### src/rtl/riscv_pkg.sv
// Architectural constants shared by the front end and the dispatch path.
package riscv_pkg;

    localparam int VADDR_W = 39;

endpackage

### src/rtl/msrh_pkg.sv
// Core-wide dispatch types: decoded slot, dispatch group and buffered group entry.
package msrh_pkg;

    localparam int DISP_SIZE      = 2;
    localparam int CMT_ENTRY_SIZE = 8;
    localparam int CMT_BLK_W      = 4;

    typedef struct packed {
        logic        valid;
        logic [31:0] inst;
        logic [4:0]  rd_idx;
    } disp_t;

    typedef disp_t [DISP_SIZE-1:0] disp_grp_t;

    typedef struct packed {
        logic [riscv_pkg::VADDR_W-1:1] pc_addr;
        logic [CMT_BLK_W-1:0]          cmt_id;
        disp_grp_t                     inst;
    } disp_buf_entry_t;

endpackage

### src/rtl/disp_if.sv
// Dispatch handshake: a group transfers on a cycle where valid && ready; the master
// holds pc_addr/cmt_id/inst stable while valid is high and ready is low.
interface disp_if;
    import msrh_pkg::*;

    logic                          valid;
    logic [riscv_pkg::VADDR_W-1:1] pc_addr;
    logic [CMT_BLK_W-1:0]          cmt_id;
    disp_grp_t                     inst;
    logic                          ready;

    modport master (output valid, output pc_addr, output cmt_id, output inst, input ready);
    modport slave  (input valid, input pc_addr, input cmt_id, input inst, output ready);

endinterface

### src/rtl/msrh_ring_fifo.sv
// Power-of-2 ring buffer of T with push/pop/clear; the head is read straight from storage.
module msrh_ring_fifo #(
    parameter int  DEPTH = 2,
    parameter type T     = logic,
    localparam int PW    = $clog2(DEPTH),
    localparam int CNT_W = $clog2(DEPTH) + 1
) (
    input  logic             i_clk,
    input  logic             i_reset_n,
    input  logic             i_push,
    input  T                 i_data,
    input  logic             i_pop,
    input  logic             i_clear,
    output T                 o_head,
    output logic [CNT_W-1:0] o_count,
    output logic             o_full,
    output logic             o_empty
);

    T                 mem_q [DEPTH];
    logic [PW-1:0]    wr_ptr_q, wr_ptr_d;
    logic [PW-1:0]    rd_ptr_q, rd_ptr_d;
    logic [CNT_W-1:0] count_q, count_d;

    always_comb begin
        wr_ptr_d = wr_ptr_q;
        rd_ptr_d = rd_ptr_q;
        count_d  = count_q;
        // Clear wins over any same-cycle push/pop; the caller gates both anyway.
        if (i_clear) begin
            wr_ptr_d = '0;
            rd_ptr_d = '0;
            count_d  = '0;
        end else begin
            if (i_push) begin
                wr_ptr_d = wr_ptr_q + PW'(1);
            end
            if (i_pop) begin
                rd_ptr_d = rd_ptr_q + PW'(1);
            end
            count_d = count_q + CNT_W'(i_push) - CNT_W'(i_pop);
        end
    end

    always_ff @(posedge i_clk) begin
        if (!i_reset_n) begin
            wr_ptr_q <= '0;
            rd_ptr_q <= '0;
            count_q  <= '0;
        end else begin
            wr_ptr_q <= wr_ptr_d;
            rd_ptr_q <= rd_ptr_d;
            count_q  <= count_d;
        end
    end

    always_ff @(posedge i_clk) begin
        if (i_push && !i_clear) begin
            mem_q[wr_ptr_q] <= i_data;
        end
    end

    assign o_head  = mem_q[rd_ptr_q];
    assign o_count = count_q;
    assign o_full  = (count_q == CNT_W'(DEPTH));
    assign o_empty = (count_q == '0);

endmodule

### src/rtl/msrh_disp_buffer.sv
// Dispatch buffer: queues decoded groups, tags them with commit-block IDs and
// throttles on ROB block credits; a flush drops the queue and rewinds IDs/credits.
module msrh_disp_buffer
    import msrh_pkg::*;
#(
    parameter int  DEPTH    = 2,
    parameter int  ROB_BLKS = CMT_ENTRY_SIZE,
    localparam int CW       = $clog2(ROB_BLKS + 1),
    localparam int CWX      = CW + 1,
    localparam int CNT_W    = $clog2(DEPTH) + 1
) (
    input  logic                          i_clk,
    input  logic                          i_reset_n,
    input  logic                          i_valid,
    input  logic [riscv_pkg::VADDR_W-1:1] i_pc_addr,
    input  disp_grp_t                     i_inst,
    output logic                          o_ready,
    input  logic                          i_flush_valid,
    input  logic                          i_cmt_release,
    disp_if.master                        disp,
    output logic [CW-1:0]                 o_credit
);

    logic                 push;
    logic                 pop;
    logic [CNT_W-1:0]     count;
    logic                 full;
    logic                 empty;
    disp_buf_entry_t      wr_entry;
    disp_buf_entry_t      head_entry;
    logic [CMT_BLK_W-1:0] cmt_id_q, cmt_id_d;
    logic [CW-1:0]        credit_q, credit_d;
    logic [CW:0]          credit_sum;

    assign o_ready    = i_reset_n && !full && (credit_q != '0) && !i_flush_valid;
    assign push       = i_valid && o_ready;
    assign disp.valid = i_reset_n && !empty && !i_flush_valid;
    assign pop        = disp.valid && disp.ready;

    assign wr_entry.pc_addr = i_pc_addr;
    assign wr_entry.cmt_id  = cmt_id_q;
    assign wr_entry.inst    = i_inst;

    msrh_ring_fifo #(
        .DEPTH (DEPTH),
        .T     (disp_buf_entry_t)
    ) u_fifo (
        .i_clk     (i_clk),
        .i_reset_n (i_reset_n),
        .i_push    (push),
        .i_data    (wr_entry),
        .i_pop     (pop),
        .i_clear   (i_flush_valid),
        .o_head    (head_entry),
        .o_count   (count),
        .o_full    (full),
        .o_empty   (empty)
    );

    assign disp.pc_addr = head_entry.pc_addr;
    assign disp.cmt_id  = head_entry.cmt_id;
    assign disp.inst    = head_entry.inst;

    always_comb begin
        credit_sum = {1'b0, credit_q} + CWX'(i_cmt_release) - CWX'(push);
        cmt_id_d   = cmt_id_q + CMT_BLK_W'(push);
        // Flushed groups never reached the ROB: hand back their credits and IDs.
        if (i_flush_valid) begin
            credit_sum = credit_sum + CWX'(count);
            cmt_id_d   = cmt_id_q - CMT_BLK_W'(count);
        end
        credit_d = credit_sum[CW-1:0];
    end

    always_ff @(posedge i_clk) begin
        if (!i_reset_n) begin
            credit_q <= CW'(ROB_BLKS);
            cmt_id_q <= '0;
        end else begin
            credit_q <= credit_d;
            cmt_id_q <= cmt_id_d;
        end
    end

    assign o_credit = credit_q;

    a_hold_stable : assert property (@(posedge i_clk) disable iff (!i_reset_n)
        (disp.valid && !disp.ready) |=> (i_flush_valid || (disp.valid && $stable(head_entry))));

    a_credit_overflow : assert property (@(posedge i_clk) disable iff (!i_reset_n)
        credit_sum <= CWX'(ROB_BLKS));

    a_release_at_max : assert property (@(posedge i_clk) disable iff (!i_reset_n)
        i_cmt_release |-> (credit_q != CW'(ROB_BLKS)));

    a_credit_underflow : assert property (@(posedge i_clk) disable iff (!i_reset_n)
        push |-> (credit_q != '0));

endmodule

### src/flat_wrapper.sv
// flat-port wrapper written by rule: the top's interface ports become plain ports
module msrh_disp_buffer_flat import msrh_pkg::*;
#(
    parameter int  DEPTH    = 2,
    parameter int  ROB_BLKS = CMT_ENTRY_SIZE,
    localparam int CW       = $clog2(ROB_BLKS + 1),
    localparam int CWX      = CW + 1,
    localparam int CNT_W    = $clog2(DEPTH) + 1
)
  (i_clk, i_reset_n, i_valid, i_pc_addr, i_inst, o_ready, i_flush_valid, i_cmt_release, o_credit, disp_valid, disp_pc_addr, disp_cmt_id, disp_inst, disp_ready);
  disp_if disp_i ();
  input  logic i_clk;
  input  logic i_reset_n;
  input  logic i_valid;
  input  logic [riscv_pkg::VADDR_W-1:1] i_pc_addr;
  input  disp_grp_t i_inst;
  output logic o_ready;
  input  logic i_flush_valid;
  input  logic i_cmt_release;
  output logic [CW-1:0] o_credit;
  output wire logic [$bits(disp_i.valid)-1:0] disp_valid;
  output wire logic [$bits(disp_i.pc_addr)-1:0] disp_pc_addr;
  output wire logic [$bits(disp_i.cmt_id)-1:0] disp_cmt_id;
  output wire logic [$bits(disp_i.inst)-1:0] disp_inst;
  input wire logic [$bits(disp_i.ready)-1:0] disp_ready;
  assign disp_valid = disp_i.valid;
  assign disp_pc_addr = disp_i.pc_addr;
  assign disp_cmt_id = disp_i.cmt_id;
  assign disp_inst = disp_i.inst;
  assign disp_i.ready = disp_ready;
  msrh_disp_buffer #(.DEPTH(DEPTH), .ROB_BLKS(ROB_BLKS)) u_core (.i_clk(i_clk), .i_reset_n(i_reset_n), .i_valid(i_valid), .i_pc_addr(i_pc_addr), .i_inst(i_inst), .o_ready(o_ready), .i_flush_valid(i_flush_valid), .i_cmt_release(i_cmt_release), .disp(disp_i), .o_credit(o_credit));
endmodule
### config.mk
export PLATFORM = sky130hd
export DESIGN_NAME = msrh_disp_buffer_flat
export DESIGN_NICKNAME = d
export VERILOG_FILES = /design/src/rtl/riscv_pkg.sv /design/src/rtl/msrh_pkg.sv /design/src/rtl/disp_if.sv /design/src/rtl/msrh_ring_fifo.sv /design/src/rtl/msrh_disp_buffer.sv /design/src/flat_wrapper.sv
export SDC_FILE = /design/constraint.sdc
export NUM_CORES = 1
export LEC_CHECK = 0
export CAP_MARGIN = 40
export CORE_MARGIN = 1
export CORE_UTILIZATION = 49
export DETAILED_ROUTE_END_ITERATION = 6
export HOLD_SLACK_MARGIN = 0.12
export PLACE_DENSITY = 0.77
export SLEW_MARGIN = 20
export SYNTH_ARGS = -nofsm -noshare
export SYNTH_HDL_FRONTEND = slang
export SYNTH_HIERARCHICAL = 1
export SYNTH_SLANG_ARGS = --single-unit
### constraint.sdc
create_clock -name i_clk -period 17.25 [get_ports i_clk]
set_input_delay 5.175 -clock i_clk [delete_from_list [all_inputs] [get_ports i_clk]]
set_output_delay 5.175 -clock i_clk [all_outputs]
set_load 0.1 [all_outputs]
# After elaboration in Yosys (flattened, before gate mapping)
# Memories as Yosys holds them, arrays and structs flattened. A register that Yosys moved wholly into a read port is not among the register bits.
# Cells that the tools add are included.
[classes]
n_reduce_logical = 14
add_sub_neg = 9
bitwise = 1
n_eq_ne = 1
muxes = 6
[op_table]
columns = ["operator", "count"]
rows = [
  ["adder 4 x 1 -> 4 bit", 2],
  ["logical AND 1 bit", 8],
  ["2-to-1 mux 4 bit", 2],
  ["adder 4 x 2 -> 4 bit", 1],
  ["2-to-1 mux 1 bit", 4],
  ["nonzero test 4 bit", 1],
  ["subtractor 4 x 1 -> 4 bit", 1],
  ["subtractor 4 x 2 -> 4 bit", 1],
  ["logical NOT 1 bit", 3],
  ["adder 1 bit, second input constant", 2],
  ["adder 2 x 1 -> 2 bit", 1],
  ["== test 2 bit, second input constant", 1],
  ["logical NOT 2 bit", 1],
  ["OR reduction 2 bit", 1],
  ["subtractor 2 x 1 -> 2 bit", 1],
  ["NOT 1 bit", 1],
]
[word_totals]
in_bits = 120
n_memories = 1
ramBits = 236
regBits = 12
output_inout_bits = 124
wordCells = 37
[memory_table]
columns = ["name", "depth", "word_bits", "read_ports", "rd_ports_with_merged_regs", "write_ports", "line_no", "rtl"]
rows = [
  ["u_core.u_fifo.mem_q", 2, 118, 1, 1, 1, "msrh_ring_fifo.sv:20", "T mem_q [DEPTH];"],
]

# Logic depth before layout (Yosys ltp)
[logic_depth]
ltp_word = 9
ltp_mapped = 14
depth_no_buf = 14

# Modules after synthesis
# Netlist, hierarchy kept.
[modules_own_cells]
columns = ["module", "seq_area_each_um2", "instances", "cells_per_inst", "area_each_um2"]
rows = [
  ["msrh_ring_fifo", 7186.9, 1, 390, 8808.4],
  ["msrh_disp_buffer", 160.2, 1, 67, 644.4],
]

# Least setup slack after synthesis
# Ideal clock, no wire load.
[synth_path]
path_type = "input-to-reg"
startpoint = "input port i_reset_n"
endpoint = "memory u_core/u_fifo/mem_q[0][0] in the netlist's numbering, enable pin"
setup_slack_ns = 2.002
t_required_ns = 16.486
path_stages = 5
t_arrival_ns = 14.484
path_buffers = 1
setup_ns = 0.764
path_cell_list = "clkbuf_1 and4bb_2 nand2_1 inv_1 nor3b_1"
[synth_between]
elab_chain_cells = 7
[synth_lines]
columns = ["item", "line_no", "rtl"]
rows = [
  ["start, declared", "flat_wrapper.sv:13", "input logic i_reset_n;"],
  ["logical AND 1 bit (3 in a row)", "msrh_disp_buffer.sv:35", "assign o_ready = i_reset_n && !full && (credit_q != '0) && !i_flush_valid;"],
  ["logical AND 1 bit", "msrh_disp_buffer.sv:36", "assign push = i_valid && o_ready;"],
  ["via u_core.push", "msrh_disp_buffer.sv:24", "logic push;"],
  ["logical AND 1 bit", "msrh_ring_fifo.sv:58", "if (i_push && !i_clear) begin"],
  ["2-to-1 mux 1 bit", "msrh_ring_fifo.sv:58", ""],
  ["2-to-1 mux 1 bit (not written as such)", "msrh_ring_fifo.sv:59", "mem_q[wr_ptr_q] <= i_data;"],
  ["end, declared", "msrh_ring_fifo.sv:20", ""],
]
# The timed path passes the listed nets, and every way through them passes these cells.

# Worst setup path in the final report
[layout_path]
startpoint = "input port i_flush_valid"
endpoint = "output port o_ready"
[layout_between]
elab_chain_cells = 2
[layout_lines]
columns = ["item", "line_no", "rtl"]
rows = [
  ["start, declared", "flat_wrapper.sv:18", "input logic i_flush_valid;"],
  ["logical NOT 1 bit", "msrh_disp_buffer.sv:35", ""],
  ["logical AND 1 bit", "msrh_disp_buffer.sv:35", ""],
  ["end, declared", "flat_wrapper.sv:17", "output logic o_ready;"],
]
# Every way passes these cells.

==> impl_metrics.ini <==
[status]
run_status = finished, final reports clean

[yosys]
avgSynthCellArea_um2 = 20.68
async_reset_ff_frac = 0
synth_top_cell_area_share = 0.7497
yosys-top-cells-count = edfxtp_1 (236), mux2_2 (98), mux2_4 (20), dfxtp_1 (13), inv_1 (13)
yosysMostFrequentCell = edfxtp_1
yosysTopAreaCell = edfxtp_1
muxShareOfSynthArea = 0.1517
synthSimpleGateAreaFrac = 0.01906
synthCells = 457
synthFlopType = edfxtp_1
synth_compound_area_frac = 0.004765
synth_xor_area_frac = 0.009398
synth_edf_count = 236
synth_seq_cells = 249
synth_fa_ha_area_frac = 0.02224
netlist_top_cells_area = edfxtp_1 (75%), mux2_2 (12%), mux2_4 (3.2%), dfxtp_1 (2.8%), ha_1 (1.6%)
synth-seq-area-share = 0.7772
synthDistinctLibCells = 29
synth_top_family_by_area = multiplexers
synth_area_um2 = 9453
synthesis.nets = 592
ys_warn_count = 6

[global_route]
grt_pass1_wl_um = 35690
grt_overflow = 0
grt.total_usage = 0.2429
antenna_found_initial = 2
first_global_vias = 6227
grt_max_degree = 56

[worst_setup_path]
slowest_stage = clkdlybuf4s50_1
critPathMaxFanout = 12
cp.arrival_ns = 7.16
crit_type = input port to output port
timing.rr.start = u_core/u_fifo/o_count[1]
crit_top_cell = clkdlybuf4s50_1
cp_num_cells = 5
crit_start = i_flush_valid
r2r_cells = 13
critical-path-top-delay-family = buffers and inverters
regToRegSetupSlack_ns = 13.85
critPathMaxStageDelay_ns = 0.62
r2r_end = u_core/o_credit[3]
cp_cell_sequence = clkdlybuf4s50_1 > nand2b_1 > nor3b_1 > clkdlybuf4s50_1 > buf_8
crit_buf_inv = 3
endpoint = o_ready
cp_data_required_time_ns = 12.07
cp-end-kind = output port
start_kind = input port

[floorplanning]
die_h_um = 140.9
die_w_um = 140.9
ios = 244
design.core.area_um2 = 18830
initial_core_util = 0.5020
dieArea_um2 = 19850
rows = 50

[clocking]
ctsRootBufferMaster = clkbuf_16
post_cts_buffers = 0
cts_buffers = 26
cts_max_level = 1
cts_hold_buf = 0
clk_latency_ns = 0.51
clk_pin_slew_ns = 0.06
cts.sinks = 249
cts_resized = 0
clk_path_buf_depth = 3
cts_tree = yes

[pwr]
p_comb_frac = 0.168
power.internal_w = 0.001070
power.density_nw_per_um2 = 93.27
vdd_drop_max_mv = 0.1378
seqPwrFrac = 0.478
power_w = 0.001435
clockPowerShare = 0.354
p_leak_nw = 5.548
p_sw_frac = 0.2541
power_switching_w = 0.0003645

[hold_path]
hold_path_class = flop to flop

[finish]
fillers = 842
drive_gt1_frac = 0.3387
antennaDiodeCount = 0
fin_nets = 980
area_growth_pct = 62.73
finish.utilization = 0.8169

[sta]
rsz0062_at_grt = no
tns_ns = 0
setup_viol = 0
slew_viol_final = 0
tightest_slew_ns = 0.8351
finClkSkew_ns = 0.008894
period_share = 0.7149
max_slew_margin = 0.4433
fmax_mhz = 81.09
hold_viol_final = 0
whs_ns = 0.4600
fin_crit_ns = 12.33

[route]
dr.pass1.iters = 4
wl_per_cell_um = 21.14
routed_wl_um = 23780
drc = 0
drt_iter0_markers = 339
vias = 5669
vias_per_cell = 5.039
ant_nets = 0

[place]
place.gp.congestion = 0.8467
dp_hpwl_um = 15690
portBuffers = 243

[flow_run]
max_cap_violations = 0
## worst register-to-register path, delay by kind of cell (launching register included)
family	cells	cell delay (ns)
adder cells (fa/ha/maj)	4	1.31
AND/OR/NAND/NOR	5	0.98
flip-flops	1	0.46
XOR/XNOR	1	0.33
buffers and inverters	2	0.19
AO/OA/AOI/OAI	1	0.06
## per-layer routing
metal,track usage,vias to the layer above,share of wire
met5,0,-,0.0010
met4,0.09096,4,0.034
met3,0.05299,60,0.065
met2,0.4491,270,0.53
met1,0.2746,2788,0.37
li1,-,2547,-
## cell type report
class / count / area [um^2] / area share
flip-flops and latches: 249 / 7351 / 0.4779
repair buffers: 375 / 4920 / 0.3198
multi-input cells: 180 / 1967 / 0.1279
clock buffers: 32 / 694.4 / 0.04514
well taps: 260 / 325.3 / 0.02115
clock inverters: 16 / 76.32 / 0.004962
inverters: 13 / 48.80 / 0.003172
## worst min path at each step
| stage | from | end | cells past startpoint |
|---|---|---|---|
| 5_1_grt | u_core/cmt_id_q[0] | u_core/u_fifo/mem_q[1][76] | 0 |
| 6_report | u_core/cmt_id_q[0] | u_core/u_fifo/mem_q[1][76] | 0 |
| 3_5_place_dp | u_core/cmt_id_q[0] | u_core/u_fifo/mem_q[0][76] | 0 |
| 4_1_cts | u_core/cmt_id_q[0] | u_core/u_fifo/mem_q[1][76] | 0 |
| 3_3_place_gp | u_core/cmt_id_q[0] | u_core/u_fifo/mem_q[0][76] | 0 |
| 2_1_floorplan | u_core/cmt_id_q[0] | u_core/u_fifo/mem_q[0][76] | 0 |
## stage by stage
stage,instance area (um^2),cells,setup WS (ns)
after global placement,12160,950,4.709
after CTS,15360,1124,4.894
after global routing,15380,1125,4.842
after floorplan,9453,457,2.002
final,15380,1125,4.918
after detailed placement,14590,1076,4.927
## power groups by stage
stage	Sequential, W	Clock, W	Combinational (W)
6_report	0.000686	0.000508	0.000241
2_1_floorplan	0.000720	0	0.000110
3_5_place_dp	0.000698	0	0.000239
5_1_grt	0.000687	0.000541	0.000251
3_3_place_gp	0.000697	0	0.000189
4_1_cts	0.000686	0.000518	0.000242
## cells in the final DEF, fill, tap and decap left out, drive strengths merged
master and count:
clkdlybuf4s50 243, edfxtp 236, buf 132, mux2 118, clkbuf 32, clkinv 14, inv 13, dfxtp 13
ha 12, nand2 7, nor2 7, nor2b 6, xnor2 4, mux2i 3, a21oi 3, fa 3
nor3b 3, clkinvlp 2, nand2b 2, and2 2, xnor3 2, or3b 1, and4bb 1, a221oi 1
xor2 1, a21o 1, and3 1, o21a 1, and3b 1
## kinds of logic (layout without fill, tap and decap cells)
group,count (synthesis),after routing
fa+ha+maj,15,15
mux,121,121
buf+inv,28,436
xor+xnor,7,7
simple gates,31,31
compound gates,6,6
flops,249,249
## flip-flops by register name (all words and copies together), names as in the netlist, named ones only
signal	cells
u_core/o_credit	4
u_core/u_fifo/rd_ptr_q	1
u_core/cmt_id_q	4
u_core/u_fifo/wr_ptr_q	1
u_core/u_fifo/o_count	2
u_core/u_fifo/mem_q	236
Power figures use the tool's default switching activity.
